--- src/rtl/cpu_pkg.sv ---
// Shared definitions for the 8-bit CPU: instruction field layout, mode
// encodings and the fetch-unit state type.
package cpu_pkg;

  // Instruction mode encodings (instr[7:6]), also decoded by the controller.
  localparam logic [1:0] MODE_JUMP  = 2'b00;
  localparam logic [1:0] MODE_LOAD  = 2'b01;
  localparam logic [1:0] MODE_STORE = 2'b10;
  localparam logic [1:0] MODE_ALU   = 2'b11;

  // Field positions inside an instruction byte.
  localparam int unsigned MODE_MSB = 7;
  localparam int unsigned MODE_LSB = 6;
  localparam int unsigned OP_MSB   = 1;
  localparam int unsigned OP_LSB   = 0;

  typedef enum logic [1:0] {
    IDLE  = 2'd0,
    FETCH = 2'd1,
    ISSUE = 2'd2
  } fetch_state_e;

endpackage

--- src/rtl/pc_reg.sv ---
// Program counter: a jump target has priority over the sequential increment,
// and the increment wraps modulo 2^ADDR_W.
module pc_reg #(
  parameter int unsigned       ADDR_W   = 8,
  parameter logic [ADDR_W-1:0] RESET_PC = '0
) (
  input  logic              clk,
  input  logic              reset_n,
  input  logic              load,
  input  logic [ADDR_W-1:0] load_pc,
  input  logic              inc,
  output logic [ADDR_W-1:0] pc,
  output logic [ADDR_W-1:0] pc_next
);

  logic [ADDR_W-1:0] pc_q;

  // Next PC: redirect beats increment; natural overflow gives the wrap.
  always_comb begin
    pc_next = pc_q;
    if (load) begin
      pc_next = load_pc;
    end else if (inc) begin
      pc_next = pc_q + {{(ADDR_W-1){1'b0}}, 1'b1};
    end
  end

  // PC state register.
  always_ff @(posedge clk or negedge reset_n) begin
    if (!reset_n) begin
      pc_q <= RESET_PC;
    end else begin
      pc_q <= pc_next;
    end
  end

  assign pc = pc_q;

endmodule

--- src/rtl/instr_fetch_unit.sv ---
// Instruction fetch front end: owns the PC, fetches one byte per req/ack
// transaction and holds it for the consumer over a valid/ready handshake.
module instr_fetch_unit
  import cpu_pkg::*;
#(
  parameter int unsigned       ADDR_W   = 8,
  parameter logic [ADDR_W-1:0] RESET_PC = '0
) (
  input  logic              clk,
  input  logic              reset_n,
  input  logic              run,
  output logic              imem_req,
  output logic [ADDR_W-1:0] imem_addr,
  input  logic              imem_ack,
  input  logic [7:0]        imem_rdata,
  output logic              instr_valid,
  input  logic              instr_ready,
  output logic [7:0]        instr,
  output logic [1:0]        instr_mode,
  output logic [1:0]        instr_opcode,
  output logic [ADDR_W-1:0] instr_pc,
  input  logic              redirect_valid,
  input  logic [ADDR_W-1:0] redirect_pc,
  output logic              halted
);

  fetch_state_e      state_q, state_d;
  logic              kill_q, kill_d;
  // One-cycle request bubble after a killed response.
  logic              gap_q, gap_d;
  logic [7:0]        instr_q, instr_d;
  logic [ADDR_W-1:0] instr_pc_q, instr_pc_d;
  // Address of the outstanding request; tracks pc except while a killed
  // request is still waiting for its ack.
  logic [ADDR_W-1:0] addr_q, addr_d;
  logic [ADDR_W-1:0] pc, pc_next;
  logic              req;
  logic              pc_inc;

  assign req    = (state_q == FETCH) && !gap_q;
  assign pc_inc = (state_q == ISSUE) && instr_ready;

  pc_reg #(
    .ADDR_W  (ADDR_W),
    .RESET_PC(RESET_PC)
  ) u_pc_reg (
    .clk    (clk),
    .reset_n(reset_n),
    .load   (redirect_valid),
    .load_pc(redirect_pc),
    .inc    (pc_inc),
    .pc     (pc),
    .pc_next(pc_next)
  );

  // Fetch FSM, kill tracking and instruction capture.
  always_comb begin
    state_d    = state_q;
    kill_d     = kill_q;
    gap_d      = 1'b0;
    instr_d    = instr_q;
    instr_pc_d = instr_pc_q;
    addr_d     = (req && !imem_ack) ? addr_q : pc_next;
    unique case (state_q)
      IDLE: begin
        if (run) state_d = FETCH;
      end
      FETCH: begin
        if (req && imem_ack) begin
          if (kill_q || redirect_valid) begin
            // Stale response: drop it and refetch from the new pc.
            kill_d = 1'b0;
            gap_d  = 1'b1;
          end else begin
            instr_d    = imem_rdata;
            instr_pc_d = addr_q;
            state_d    = ISSUE;
          end
        end else if (req && redirect_valid) begin
          kill_d = 1'b1;
        end
      end
      ISSUE: begin
        if (redirect_valid) begin
          state_d = FETCH;
        end else if (instr_ready) begin
          state_d = run ? FETCH : IDLE;
        end
      end
      default: state_d = IDLE;
    endcase
  end

  // State registers.
  always_ff @(posedge clk or negedge reset_n) begin
    if (!reset_n) begin
      state_q    <= IDLE;
      kill_q     <= 1'b0;
      gap_q      <= 1'b0;
      instr_q    <= 8'h00;
      instr_pc_q <= '0;
      addr_q     <= RESET_PC;
    end else begin
      state_q    <= state_d;
      kill_q     <= kill_d;
      gap_q      <= gap_d;
      instr_q    <= instr_d;
      instr_pc_q <= instr_pc_d;
      addr_q     <= addr_d;
    end
  end

  assign imem_req     = req;
  assign imem_addr    = addr_q;
  assign instr_valid  = (state_q == ISSUE);
  assign halted       = (state_q == IDLE);
  assign instr        = instr_q;
  assign instr_mode   = instr_q[MODE_MSB:MODE_LSB];
  assign instr_opcode = instr_q[OP_MSB:OP_LSB];
  assign instr_pc     = instr_pc_q;

  logic unused_pc;
  assign unused_pc = ^pc;

endmodule
--- config.mk ---
export PLATFORM = sky130hd
export DESIGN_NAME = instr_fetch_unit
export DESIGN_NICKNAME = d
export VERILOG_FILES = /design/src/rtl/cpu_pkg.sv /design/src/rtl/pc_reg.sv /design/src/rtl/instr_fetch_unit.sv
export SDC_FILE = /design/constraint.sdc
export NUM_CORES = 1
export LEC_CHECK = 0
export BUFFER_PORTS_ARGS = -buffer_cell sky130_fd_sc_hd__buf_2
export CAP_MARGIN = 20
export CORE_MARGIN = 2
export CORE_UTILIZATION = 49
export DETAILED_ROUTE_END_ITERATION = 10
export PLACE_DENSITY_LB_ADDON = 0.1
export REMOVE_ABC_BUFFERS = 1
export SLEW_MARGIN = 20
export SYNTH_ARGS = -nofsm -noshare
export SYNTH_HDL_FRONTEND = slang
export SYNTH_SLANG_ARGS = --single-unit
--- constraint.sdc ---
create_clock -name clk -period 2.1 [get_ports clk]
set_input_delay 0.105 -clock clk [delete_from_list [all_inputs] [get_ports clk]]
set_output_delay 0.105 -clock clk [all_outputs]
set_load 0.1 [all_outputs]
==> impl_summary.log <==
[metrics] warnings from Yosys: 0
[metrics] endpoint arrival time on the critical path: 1710 ps
[metrics] Overflow after GRT: 0
[metrics] cell area after synthesis: between 0.0015 and 0.002 mm²
[metrics] number of distinct library cells after synthesis: 32
[metrics] average wire length per cell after detail routing: between 10 and 15 µm
[metrics] Tightest Hold Check Type: input pin to flip-flop
[metrics] endpoint kind of the worst setup timing path: output pin
[metrics] category of the most critical setup path: flip-flop to output pin
[metrics] startpoint class of the critical path: flip-flop
[metrics] Placed Cells incl. Taps: 220
[metrics] die width: roughly 62 µm
[metrics] DIE HEIGHT: ~62 µm
[metrics] Detail Placement HPWL: between 2 and 2.5 mm
[metrics] buffer cell driving the clock tree root: sky130_fd_sc_hd__clkbuf_4
[metrics] maximum cell stage delay along the critical path: between 500 and 600 ps
[metrics] filler-free cell count of the finished design: 240
[metrics] Post-DRT Antenna Nets: 0
[metrics] result of the run: complete, no violations
[metrics] required time of the critical path: ~2000 ps
[metrics] number of placement rows: 20
[metrics] port buffer count: 52
[metrics] vias in the first global route: approximately 1,200
[metrics] TritonCTS sink count: 36
[metrics] clock-pin slew of the registers on the worst-case setup and hold paths: 100 ps
[metrics] final RePlAce weighted congestion: 0.8475
[metrics] wire length of the first global-routing pass: between 5 and 6 mm
[metrics] start of the worst register-to-register path: state_q[1]
[metrics] CTS tree: yes
[metrics] critical path peak fanout: 9
[metrics] Initial DRC Count: 63
[metrics] Worst Min Path Start: instr_ready
[metrics] DRT Wirelength: 3.210 mm
[metrics] combined buffer and inverter count along the critical path: 1
[metrics] number of enable flip-flop cells after synthesis: 0
[metrics] number of design rule violations left after detail routing: 0
[metrics] Placeable Area: roughly 0.0031 mm²
[metrics] Critical path origin: state_q[1]
[metrics] critical-path cell list: nor3b_4 -> buf_2
[metrics] Yosys top cell area share: 0.5560
[metrics] Top Family by Delay on Critical Path: flip-flops
[metrics] Hold Vio Cnt, Final: 0
[metrics] overall global routing resource usage: 0.1867
[metrics] setup repair after global routing missed its margin: false
[metrics] final number of max-transition violations: 0
[metrics] post-route minimum period: 1816 ps
[metrics] post-synthesis sequential element count: 36
[metrics] syn_area_per_cell: about 12 µm²
[metrics] area growth from synthesis to final layout: 27.57%
[metrics] final period utilization: 0.8649
[metrics] count of maximum capacitance violations: 0
[metrics] clock buffer count from CTS: 5
[metrics] post-layout net count: between 200 and 250
[metrics] maximum number of buffers from clock root to sink: 2
[metrics] mean number of vias per cell: 5.042
[metrics] number of instances in the synthesized netlist: about 130
[metrics] ratio of cells with drive above 1 in the final layout: 0.3878
[metrics] Layout Skew: just under 5 ps
[metrics] final setup fails: 0
[metrics] number of antenna diodes: 0
[metrics] most used standard cell by instance count after synthesis: sky130_fd_sc_hd__dfrtp_1
[metrics] Max Clk Rate: 0.5506 GHz
[metrics] primary flip-flop cell chosen by synthesis mapping: sky130_fd_sc_hd__dfrtp_1
[metrics] max-slew headroom at the worst pin: 0.4867
[metrics] share of the yosys chip area belonging to registers: 0.5560
[metrics] Max H-tree Level: 2
[metrics] initial antenna violation count: 0
[metrics] Slew @ Worst Pin: 770.0 ps
[metrics] top cells by instance count after synthesis: sky130_fd_sc_hd__dfrtp_1 (36), sky130_fd_sc_hd__mux2_2 (12), sky130_fd_sc_hd__nand2_1 (10)
[metrics] Die Area: around 0.0038 mm²
[metrics] top cells by area, synth: sky130_fd_sc_hd__dfrtp_1 (56%), sky130_fd_sc_hd__mux2_2 (8.3%), sky130_fd_sc_hd__mux2_1 (5.6%), sky130_fd_sc_hd__a21oi_1 (2.5%), sky130_fd_sc_hd__nand2_1 (2.3%)
[metrics] total vias in the final route: 1,210
[metrics] Initial Utilization: 0.5222
[metrics] clock insertion delay at the later pin of the skew report: ~340 ps
[metrics] maximum number of pins on one net before global-route repair: 37
[metrics] area leader, netlist: sky130_fd_sc_hd__dfrtp_1
[metrics] num ports: 53
[metrics] Synth async-reset ratio: 1.000
[metrics] length of the first detailed-routing pass in iterations: 4
[metrics] CP max stage cell: sky130_fd_sc_hd__dfrtp_1
worst reg2reg max path, cell delays in order, from the launching register on:
cell and delay [ps]:
sky130_fd_sc_hd__dfrtp_1 510, sky130_fd_sc_hd__nor3b_4 370, sky130_fd_sc_hd__nor2b_1 340, sky130_fd_sc_hd__nor2_1 150
sky130_fd_sc_hd__a221o_1 310
path summary, 6_finish.rpt:
check	endpoint	slack [ps]	cells after the start
min in group asynchronous	instr_pc[7]	380	2
worst min-delay path	state_q[1]	10	2
max in group asynchronous	state_q[0]	1240	2
worst min register to register	instr_pc[7]	490	1
worst max-delay path	imem_req	280	2
worst max register to register	imem_addr[7]	320	4
cell type report:
class                   instances  area (µm²)
clock inverters                 2       35.03
well taps                      44       55.05
inverters                       2       7.507
fillers                       266        1036
clock buffers                   6       41.29
flip-flops and latches         36       900.9
repair buffers                 64       380.4
multi-input cells              86       646.9
metal layers:
metal | routed length (µm) | global-route usage | up-vias
met5 | 0 | 0 | -
met4 | 48 | 0.06383 | 0
met3 | 194 | 0.06513 | 5
met2 | 1553 | 0.3038 | 36
met1 | 1413 | 0.2318 | 572
li1 | - | - | 597
cells by family after synthesis:
| family | Yosys count | share of synthesized area |
|---|---|---|
| muxes | 20 | 0.1390 |
| buffers and inverters | 11 | 0.04479 |
| DFF | 36 | 0.5560 |
| and+or+nand+nor | 38 | 0.1452 |
| AOI/OAI and AO/OA | 21 | 0.07491 |
| xor gates and xnor gates | 6 | 0.03243 |
| adders and majority gates | 1 | 0.007721 |
timing repair:
action | 4_1_cts | 5_1_grt
resized for setup | 0 | 0
setup buffers | 0 | 0
endpoints found under the hold margin | 47 | 0
hold buffers | 12 | 0
through the flow:
step                utilization  setup WS, ps  hold slack [ps]  TNS [ps]  area [µm²]
detailed placement       0.6028         339.4            225.7         0        1871
global route             0.6661         222.4           0.2454         0        2067
floorplan                     -        -245.8           -190.6     -3818        1555
global placement         0.6028         418.6            219.2         0        1871
CTS                      0.6661         274.8            1.881         0        2067
finish                   0.6661         283.8            13.33         0        2067
cell usage in the layout, fill, tap and decap left out, drive strengths merged, types with 2 or more instances in the layout:
master       instances
buf                 52
dfrtp               36
mux2                20
dlygate4sd3         12
nand2               10
nor2                 9
a21oi                8
o21ai                7
clkbuf               6
nor2b                5
xor2                 4
nand4                3
inv                  2
nand4b               2
xnor2                2
o31ai                2
Power is not shown: default switching activity piles up to over one toggle a cycle in this logic, so the estimate is an artifact.
